`config.mk`:
```
export PLATFORM = sky130hd
export DESIGN_NAME = move_encoder
export DESIGN_NICKNAME = d
export VERILOG_FILES = /design/src/rtl/move_encoder.sv
export SDC_FILE = /design/constraint.sdc
export NUM_CORES = 1
export LEC_CHECK = 0
export CELL_PAD_IN_SITES_DETAIL_PLACEMENT = 1
export CELL_PAD_IN_SITES_GLOBAL_PLACEMENT = 2
export CORE_AREA = 2 2 113 115
export DETAILED_ROUTE_END_ITERATION = 16
export DIE_AREA = 0 0 115 117
export GPL_TIMING_DRIVEN = 0
export PLACE_DENSITY_LB_ADDON = 0.08
export SLEW_MARGIN = 10
export SYNTH_ARGS = -nofsm -noshare
export SYNTH_HDL_FRONTEND = slang
export SYNTH_SLANG_ARGS = --single-unit
```
`constraint.sdc`:
```
create_clock -name clk -period 2.5 [get_ports clk]
set_input_delay 0.5 -clock clk [delete_from_list [all_inputs] [get_ports clk]]
set_output_delay 0.5 -clock clk [all_outputs]
set_load 0.02 [all_outputs]
```
`src/rtl/move_encoder.sv`:
```
// rtl/move_encoder.sv - debounced four-button move encoder with one-shot handshake; MOVE_REPEAT_EN adds auto-repeat
module move_encoder #(
    parameter int DEBOUNCE_CYCLES = 250000,
    parameter int REPEAT_CYCLES   = 12500000
) (
    input  logic       clk,
    input  logic       reset,
    input  logic       btn_up,
    input  logic       btn_down,
    input  logic       btn_left,
    input  logic       btn_right,
    input  logic       move_ack,
    output logic [2:0] move,
    output logic       move_valid
);
    localparam int DW = $clog2(DEBOUNCE_CYCLES + 1);
    localparam logic [DW-1:0] DEB_LIMIT = DW'(DEBOUNCE_CYCLES);

    localparam logic [1:0] ST_IDLE    = 2'd0;
    localparam logic [1:0] ST_PENDING = 2'd1;
    localparam logic [1:0] ST_HELD    = 2'd2;

    localparam logic [2:0] CODE_NONE  = 3'b000;
    localparam logic [2:0] CODE_UP    = 3'b001;
    localparam logic [2:0] CODE_DOWN  = 3'b010;
    localparam logic [2:0] CODE_LEFT  = 3'b011;
    localparam logic [2:0] CODE_RIGHT = 3'b100;

    // bit order: 0 up, 1 down, 2 left, 3 right
    logic [3:0]    raw;
    logic [3:0]    sync1;
    logic [3:0]    sync2;
    logic [3:0]    deb;
    logic [DW-1:0] deb_cnt [4];
    logic [1:0]    state;
    logic [2:0]    prio_code;

    assign raw = {btn_right, btn_left, btn_down, btn_up};

    always_ff @(posedge clk) begin
        if (reset) begin
            sync1 <= 4'b0;
            sync2 <= 4'b0;
        end else begin
            sync1 <= raw;
            sync2 <= sync1;
        end
    end

    // Counter restarts whenever the synced input agrees with the accepted value,
    // so any glitch shorter than the full window is forgotten.
    always_ff @(posedge clk) begin
        if (reset) begin
            deb <= 4'b0;
            for (int i = 0; i < 4; i++) deb_cnt[i] <= '0;
        end else begin
            for (int i = 0; i < 4; i++) begin
                if (sync2[i] == deb[i]) begin
                    deb_cnt[i] <= '0;
                end else if (deb_cnt[i] == DEB_LIMIT) begin
                    deb[i]     <= sync2[i];
                    deb_cnt[i] <= '0;
                end else begin
                    deb_cnt[i] <= deb_cnt[i] + 1'b1;
                end
            end
        end
    end

    always_comb begin
        prio_code = CODE_NONE;
        if (deb[0])      prio_code = CODE_UP;
        else if (deb[1]) prio_code = CODE_DOWN;
        else if (deb[2]) prio_code = CODE_LEFT;
        else if (deb[3]) prio_code = CODE_RIGHT;
    end

`ifdef MOVE_REPEAT_EN
    localparam int RW = $clog2(REPEAT_CYCLES + 1);
    localparam logic [RW-1:0] REP_LIMIT = RW'(REPEAT_CYCLES);

    logic [2:0]    last_code;
    logic [RW-1:0] rep_cnt;
    logic          last_pressed;

    always_comb begin
        last_pressed = 1'b0;
        case (last_code)
            CODE_UP:    last_pressed = deb[0];
            CODE_DOWN:  last_pressed = deb[1];
            CODE_LEFT:  last_pressed = deb[2];
            CODE_RIGHT: last_pressed = deb[3];
            default:    last_pressed = 1'b0;
        endcase
    end
`else
    logic unused_repeat;
    assign unused_repeat = (REPEAT_CYCLES > 0);
`endif

    always_ff @(posedge clk) begin
        if (reset) begin
            state      <= ST_IDLE;
            move       <= CODE_NONE;
            move_valid <= 1'b0;
`ifdef MOVE_REPEAT_EN
            last_code  <= CODE_NONE;
            rep_cnt    <= '0;
`endif
        end else begin
            case (state)
                ST_IDLE: begin
                    if (|deb) begin
                        move       <= prio_code;
                        move_valid <= 1'b1;
                        state      <= ST_PENDING;
`ifdef MOVE_REPEAT_EN
                        last_code  <= prio_code;
`endif
                    end
                end
                ST_PENDING: begin
                    if (move_ack) begin
                        move       <= CODE_NONE;
                        move_valid <= 1'b0;
                        state      <= ST_HELD;
`ifdef MOVE_REPEAT_EN
                        rep_cnt    <= '0;
`endif
                    end
                end
                ST_HELD: begin
                    if (deb == 4'b0) begin
                        state <= ST_IDLE;
                    end
`ifdef MOVE_REPEAT_EN
                    else if (!last_pressed) begin
                        rep_cnt <= '0;
                    end else if (rep_cnt == REP_LIMIT) begin
                        move       <= last_code;
                        move_valid <= 1'b1;
                        state      <= ST_PENDING;
                        rep_cnt    <= '0;
                    end else begin
                        rep_cnt <= rep_cnt + 1'b1;
                    end
`endif
                end
                default: begin
                    state      <= ST_IDLE;
                    move       <= CODE_NONE;
                    move_valid <= 1'b0;
                end
            endcase
        end
    end
endmodule

```
Yosys cells after proc, flatten, opt, wreduce, memory -nomap -nowiden
Memory sizes are Yosys's and may differ from the RTL's. Cells that the tools add are included. W data, S select, Z words.

Add/sub/neg operators: 4. Eq/ne operators: 13. Mux-type cells: 72. Bitwise logic cells: 17. Reductions and logical operators: 9.

Operator list (count): $mux W18 (12); $add A18 B1 Y18 const B (4); $eq A18 B18 Y1 const B (4); $mux W1 (48); $mux W3 (6); $or A1 B1 Y1 (12); $pmux W3 S3 (1); $reduce_and A2 Y1 (4); $mux W2 (3); $ne A2 B2 Y1 const B (3); $pmux W2 S3 (1); $reduce_and A3 Y1 (2); $not A1 Y1 (5); $eq A1 B1 Y1 (4); $logic_not A4 Y1 (1); $reduce_or A4 Y1 (1); $pmux W1 S3 (1); $eq A2 B1 Y1 const B (1); $eq A2 B2 Y1 const B (1); $logic_not A2 Y1 (1).

Register bits: 18. Bits in writable memories: 72. Input port bits: 7. Logic and storage cells: 125. Memories kept: 1.

Memories: deb_cnt (words 4, bits a word 18, read ports 4, clocked after Yosys merged registers in 0, wr ports 4, line 34) `logic [DW-1:0] deb_cnt [4];`.

Longest topological paths before layout
Gate-level depths: netlist of run 1. An unclocked memory read counts as a cell.

Depth after elaboration: 8. Depth in mapped cells: 7. Gate-level depth less buffers: 6.

Worst setup path after synthesis of run 1
OpenSTA, ideal clock, no wires.

Path kind: register to register. Start: memory deb_cnt[2][0] (netlist name). End: memory deb_cnt[2][11] (netlist name), data pin. Arrival: 1.868 ns. Data required time: 2.246 ns. Setup slack: 0.377 ns. Stages on the path, launching flop included: 8. Buffers on the path: 1. Period minus slack after synthesis: 2.123 ns. Path through: edfxtp_1 inv_1 ha_1 or4b_1 or3_4 o21ai_4 buf_6 nor2_1.

RTL lines (line): start, declared (34).

==> metrics.yaml, run 1 <==
port_buffers: 10
hold_ws_ns: 0.439
synth-main-ff-cell: "edfxtp_1"
synth_edf_count: 72
synth.avg_cell_area_sq_um: 10.3
grt_pass1_wl_um: 17100
yosys_register_bits: 90
met2_usage_pct: 26.7
period_needed_ns: 2.35
antenna_found_initial: 0
layout-drive-gt1-share_pct: 6.24
holdCritPathClass: "flip-flop to flip-flop"
relSlewSlack_pct: 62.1
clock.fmax_mhz: 425
die_area_sq_um: 13500
p_leak_nw: 1.88
place_congestion: 0.743
drv_slew: 0
hold_violations: 0
crit_slowest_cell: "edfxtp_1"
route.antenna.remaining_nets: 0
io_pins: 11
crit_path_cell_trace: "inv_1, ha_1, or4b_1, or3_4, o21ai_4, buf_6, nor2_1"
wl_um: 9850
power_frac_seq_pct: 52.5
initialDrtViolationCount: 135
drcViolationCount: 0
syn_area_sq_um: 4780
async_reset_ff_share_pct: 0
min_from: "sync1[2]"
cts.clk_slew.worst_paths_ns: 0.06
skew_ns: 0.00672
syn_inst: 463
synth_cell_type_count: 44
num-nets-final: 571
overflow: 0
synth-seq-area-share_pct: 52.7
tns_ns: 0
power.switching_mw: 0.716
post-route-util_pct: 46.0
insertion_delay_ns: 0.34
track_usage_pct: 16.4
grt_pass1_vias: 3600
maxCapViolations: 0
numCtsBuffers: 9
grtUsageMet3_pct: 3.09
worst_setup_path_end_kind: "flip-flop"
min_period_over_period_pct: 94.0
rsz0062_at_grt: "false"
placed_area_sq_um: 5340
combPwrFrac_pct: 4.4
cts-root-buf: "clkbuf_16"
powerDensity_nw_per_um2: 584
die_w_um: 115
vias: 3520
ir_drop_mv: 0.314
ctsLongestPathBuffers: 2
via_per_inst: 4.95
regToRegStartpoint: "deb_cnt[2][0]"
design_area_sq_um: 5660
initial_core_util_pct: 38.9
dp_hpwl_um: 7130
rows: 41
grt-busiest-layer: "met2"
use_met1_pct: 21.1
die_h_um: 117
setup_violations: 0
area_delta_synth_final_pct: 18.4
slowest_delay_ns: 0.46
startpoint: "deb_cnt[2][0]"
cts_sinks: 90
dr.pass1.iters: 4
critPathLaunchType: "flip-flop"
required_ns: 2.60
grt_start_max_net_pins: 15
p_sw_share_pct: 21.7
synth_warnings: 0
worstPathArrival_ns: 2.45
crit_fanout: 10
worst_pin_slew_ns: 0.569
status: "finished, final reports clean"
internal_power_mw: 2.59
htreeDepth: 3
diodes: 0
wl_per_cell_um: 13.8
worstSetupPathType: "flip-flop to flip-flop"
pwr-share-clk_pct: 43.0
core-area_sq_um: 12300
cts_tree: "built"
==> critical path, delay by kind of cell (launching register included) <==
family / cells / cell delay [ns]
adders and majority gates: 1 / 0.15
DFF: 1 / 0.46
and+or+nand+nor: 3 / 0.93
AOI/OAI and AO/OA: 1 / 0.28
buffers and inverters: 2 / 0.28
==> layout make-up <==
type,count,area [sq um]
fill,1411,6650
sequential,90,2520
tap,150,188
inverter,25,93.8
buffer,10,57.6
multi-input combinational,409,2380
clock buffer,16,314
timing repair buffer,11,108
==> cell families (layout without fill, tap and decap cells) <==
family / count (synthesis) / count (layout) / share of synthesized area, %
xor+xnor: 61 / 61 / 11.2
compound gates: 37 / 37 / 5.62
buf+inv: 35 / 62 / 3.14
simple gates: 231 / 231 / 25.2
flops: 90 / 90 / 52.7
other cells: 1 / 72 / 0.0784
fa+ha+maj: 8 / 8 / 2.09
==> flip-flops by register name, indices dropped and copies added, names as in the netlist <==
signal	count
deb_cnt	72
deb	4
sync1	4
sync2	4
move	3
state	2
move_valid	1
==> what timing repair did <==
action / in CTS / in global routing
endpoints found under the setup margin: 10 / 20
gates resized for setup: 1 / 2
cloned: 0 / 0
setup buffers: 0 / 1
pin swaps: 0 / 1
hold buffers: 0 / 0
==> metrics by stage <==
stage	cells	total power [mW]	setup WS, ns
after floorplan	534	1.86	0.377
after global placement	694	1.91	-0.316
after detailed placement	694	1.91	-0.361
after CTS	710	3.36	0.0342
after global routing	711	3.45	0.0139
final	711	3.31	0.149
==> cell usage in the layout (no fill, tap or decap), types with 4 or more instances in the layout <==
cell type | netlist | layout
nor3_1 | 17 | 17
nor2b_1 | 9 | 9
or4_1 | 5 | 5
xnor2_1 | 49 | 49
or3_1 | 4 | 4
nand4_1 | 17 | 17
conb_1 | 1 | 72
nand2_1 | 21 | 21
clkdlybuf4s50_1 | 0 | 10
nor2_1 | 81 | 81
clkbuf_1 | 7 | 9
ha_1 | 8 | 8
o21ai_0 | 5 | 5
or2_2 | 7 | 7
o31ai_1 | 4 | 4
inv_1 | 25 | 25
edfxtp_1 | 72 | 72
xor2_1 | 12 | 12
dfxtp_1 | 18 | 18
nor4_1 | 20 | 20
clkbuf_16 | 0 | 11
a21oi_1 | 13 | 13
nand3_1 | 28 | 28
==> cells in the mapped netlist (3+ instances only) <==
cell type | n | area (sq um)
xnor2_1 | 49 | 429
nand2_1 | 21 | 78.8
nor4_1 | 20 | 125
dfxtp_1 | 18 | 360
or4bb_1 | 3 | 33.8
nand4_1 | 17 | 106
clkbuf_1 | 7 | 26.3
nor2_1 | 81 | 304
or4_1 | 5 | 37.5
nor4b_1 | 3 | 26.3
xor2_1 | 12 | 105
inv_1 | 25 | 93.8
nand3b_1 | 3 | 22.5
edfxtp_1 | 72 | 2160
ha_1 | 8 | 100
and3_1 | 3 | 18.8
o21ai_4 | 3 | 48.8
o21ai_0 | 5 | 25.0
nor3_1 | 17 | 85.1
or3_1 | 4 | 25.0
nand3_1 | 28 | 140
or4b_1 | 3 | 30.0
a21oi_1 | 13 | 65.1
or2_2 | 7 | 43.8
o31ai_1 | 4 | 30.0
nor2b_1 | 9 | 56.3
or3_4 | 3 | 33.8
==> worst paths after layout <==
path,to,slack [ns],depth (start not counted)
worst max-delay path,deb_cnt[2][9],0.15,7
worst min-delay path,sync2[2],0.44,1
worst max register to register,deb_cnt[2][9],0.15,7
worst min register to register,sync2[2],0.44,1
==> layer usage <==
metal	vias to the layer above	wire, um	share of wire (%)
met5	-	0	0
met4	0	204	2.1
met3	11	183	1.9
met2	23	4700	48
met1	1709	4760	48
li1	1777	-	-
==> power by group through the flow <==
stage,Clock [mW],Combinational [mW],Sequential [mW]
CTS,1.47,0.146,1.74
global placement,0,0.142,1.77
detailed placement,0,0.144,1.77
finish,1.42,0.147,1.74
global route,1.53,0.171,1.75
floorplan,0,0.111,1.75
No activity file was read; power rests on OpenSTA's default activity.
==> inputs of run 2 (changes only) <==
--- a/config.mk
+++ b/config.mk
@@ -10,6 +10,7 @@
 export CORE_AREA = 2 2 113 115
 export DETAILED_ROUTE_END_ITERATION = 16
 export DIE_AREA = 0 0 115 117
+export GPL_ROUTABILITY_DRIVEN = 0
 export GPL_TIMING_DRIVEN = 0
 export PLACE_DENSITY_LB_ADDON = 0.08
 export SLEW_MARGIN = 10
==> results of run 2 <==
The final DEF is identical to that of run 1; final timing and power are the same.
==> inputs of run 3 (changes only) <==
--- a/config.mk
+++ b/config.mk
@@ -7,9 +7,9 @@
 export LEC_CHECK = 0
 export CELL_PAD_IN_SITES_DETAIL_PLACEMENT = 1
 export CELL_PAD_IN_SITES_GLOBAL_PLACEMENT = 2
-export CORE_AREA = 2 2 113 115
+export CORE_AREA = 4 4 115 117
 export DETAILED_ROUTE_END_ITERATION = 16
-export DIE_AREA = 0 0 115 117
+export DIE_AREA = 0 0 119 121
 export GPL_ROUTABILITY_DRIVEN = 0
 export GPL_TIMING_DRIVEN = 0
 export PLACE_DENSITY_LB_ADDON = 0.08
==> run 3 against run 2 <==
Clock-buffer cell count shrank 4; non-clock buffer count increased by 1; register-to-register slack about the same; clock power about the same; hold slack better by 0.012 ns; final cell count grew 3.2%; largest power group unchanged.
==> metrics.yaml, run 3 (synthesized netlist as in run 1, its figures left out) <==
port_buffers: 10  # unchanged
slowest_delay_ns: 0.46  # about the same
route.antenna.remaining_nets: 0  # unchanged
cts_tree: "built"
multi_input_area_sq_um: 2380  # unchanged
largest_register_ffs: 72  # unchanged
final_cell_mix: "nor2_1, edfxtp_1, conb_1"
antenna_found_initial: 0  # unchanged
path_buf_inv: 2  # unchanged
rrSetupSlack_ns: 0.15  # about the same
vias: 3521  # +0.028%
r2r_end: "deb_cnt[0][8]"
totalPowerFinal_mw: 3.31  # +0.15%
area_delta_synth_final_pct: 19.2
cp-endpoint: "deb_cnt[0][8]"
clock.fmax_mhz: 425  # about the same
fill_cells: 1446  # +2.5%
powerDensity_nw_per_um2: 581  # -0.49%
regArea_sq_um: 2520  # unchanged
grt_start_max_net_pins: 15  # unchanged
p_leak_nw: 1.88  # +0.24%
status: "finished, final reports clean"
hold_violations: 0  # unchanged
maxCapViolations: 0  # unchanged
combPwrFrac_pct: 4.5  # about the same
ir_drop_mv: 0.257  # -18%
cp_top_family: "simple AND/OR/NAND/NOR gates"
required_ns: 2.60  # about the same
critPathLaunchType: "flip-flop"
worstPathArrival_ns: 2.45  # about the same
hold_buffers: 0  # unchanged
post-route-util_pct: 46.1  # +0.10 points
drcViolationCount: 0  # unchanged
drv_slew: 0  # unchanged
skew_ns: 0.00507  # -0.00165 ns
dr.pass1.iters: 4  # unchanged
crit_path_cell_trace: "inv_1, ha_1, or4bb_1, or3_4, o21ai_4, buf_6, nor2_1"
worstSetupPathType: "flip-flop to flip-flop"
diodes: 0  # unchanged
dp_hpwl_um: 7130  # about the same
ctsLongestPathBuffers: 2  # unchanged
htreeDepth: 3  # unchanged
crit_fanout: 10  # unchanged
min_period_over_period_pct: 94.0  # about the same
grt_pass1_wl_um: 17200  # +0.77%
setup_violations: 0  # unchanged
die_w_um: 119  # +3.5%
holdCritPathClass: "flip-flop to flip-flop"
via_per_inst: 4.80  # -3.1%
startpoint: "deb_cnt[0][0]"
numCtsBuffers: 9  # unchanged
core-area_sq_um: 12400  # +0.42%
period_needed_ns: 2.35  # -0.000121 ns
p_sw_share_pct: 21.5  # -0.13 points
initial_core_util_pct: 38.7  # -0.16 points
overflow: 0  # unchanged
internal_power_mw: 2.60  # +0.31%
die_area_sq_um: 14400  # +7.0%
layout-drive-gt1-share_pct: 6.76  # +0.52 points
track_usage_pct: 14.8  # -1.5 points
worst_setup_path_end_kind: "flip-flop"
io_pins: 11  # unchanged
top_register: "deb_cnt"
cts.clk_slew.worst_paths_ns: 0.06  # about the same
grt_pass1_vias: 3712  # +3.1%
layout_commonest_cell: "nor2_1"
insertion_delay_ns: 0.34  # about the same
pwr-share-clk_pct: 43.1  # about the same
power_frac_seq_pct: 52.5  # about the same
worstSetupPathDepth: 7  # unchanged
tns_ns: 0  # unchanged
cts_sinks: 90  # unchanged
initialDrtViolationCount: 125  # -7.4%
crit_slowest_cell: "edfxtp_1"
rsz0062_at_grt: "false"
wl_per_cell_um: 13.2  # -4.3%
num-nets-final: 572  # +0.18%
layoutNonFillerInstCount: 734  # +3.2%
relSlewSlack_pct: 64.5  # +2.4 points
cts-root-buf: "clkbuf_16"
power.switching_mw: 0.713  # -0.44%
worst_pin_slew_ns: 0.533  # -0.0361 ns
wl_um: 9730  # -1.2%
rows: 41  # unchanged
min_from: "sync1[1]"
r2r_cells: 7  # unchanged
regToRegStartpoint: "deb_cnt[0][0]"
place_inst: 716  # +3.2%
hold_ws_ns: 0.451  # +0.0123 ns
die_h_um: 121  # +3.4%
[run 3: per-stage QoR]
| step | setup WS, ns | area, sq um |
|---|---|---|
| finish | 0.149 | 5700 |
| CTS | 0.0145 | 5680 |
| floorplan | 0.377 | 5050 |
| global placement | -0.310 | 5370 |
| detailed placement | -0.355 | 5370 |
| global route | 0.0418 | 5700 |
[run 3: worst min path at each step]
stage,to,slack [ns],cells after the start
floorplan,sync2[0],0.41,1
global placement,sync2[1],0.42,1
detailed placement,sync2[3],0.44,1
global route,sync2[1],0.47,1
CTS,sync2[3],0.46,1
finish,sync2[1],0.45,1
[run 3: layout make-up]
| cell class | instances | area share, % |
|---|---|---|
| sequential | 90 | 44.2 |
| tap | 172 | 3.78 |
| clock inverter | 4 | 0.834 |
| buffer | 10 | 1.01 |
| multi-input combinational | 409 | 41.8 |
| inverter | 25 | 1.65 |
| timing repair buffer | 12 | 2.02 |
| clock buffer | 12 | 4.70 |
[run 3: power by group through the flow]
stage          combinational [mW]  sequential [mW]  clock [mW]
3_5_place_dp                0.144             1.77           0
4_1_cts                     0.146             1.74        1.48
5_1_grt                     0.174             1.75        1.55
6_report                    0.148             1.74        1.43
2_1_floorplan               0.111             1.75           0
3_3_place_gp                0.142             1.77           0
[run 3: per-layer routing]
metal / wire length (um) / part of all wire (%) / track usage (%) / vias to the layer above
met4: 213 / 2.2 / 6.95 / 0
li1: - / - / - / 1779
met3: 154 / 1.6 / 2.33 / 15
met5: 0 / 0 / 0 / -
met2: 4640 / 48 / 25.0 / 17
met1: 4710 / 48 / 18.7 / 1710
[run 3: what timing repair did]
item / 4_1_cts / 5_1_grt
hold endpoints to repair: 0 / 0
setup endpoints to repair: 10 / 20
gates resized for setup: 1 / 2
pin swaps: 0 / 1
buffers inserted: 0 / 2
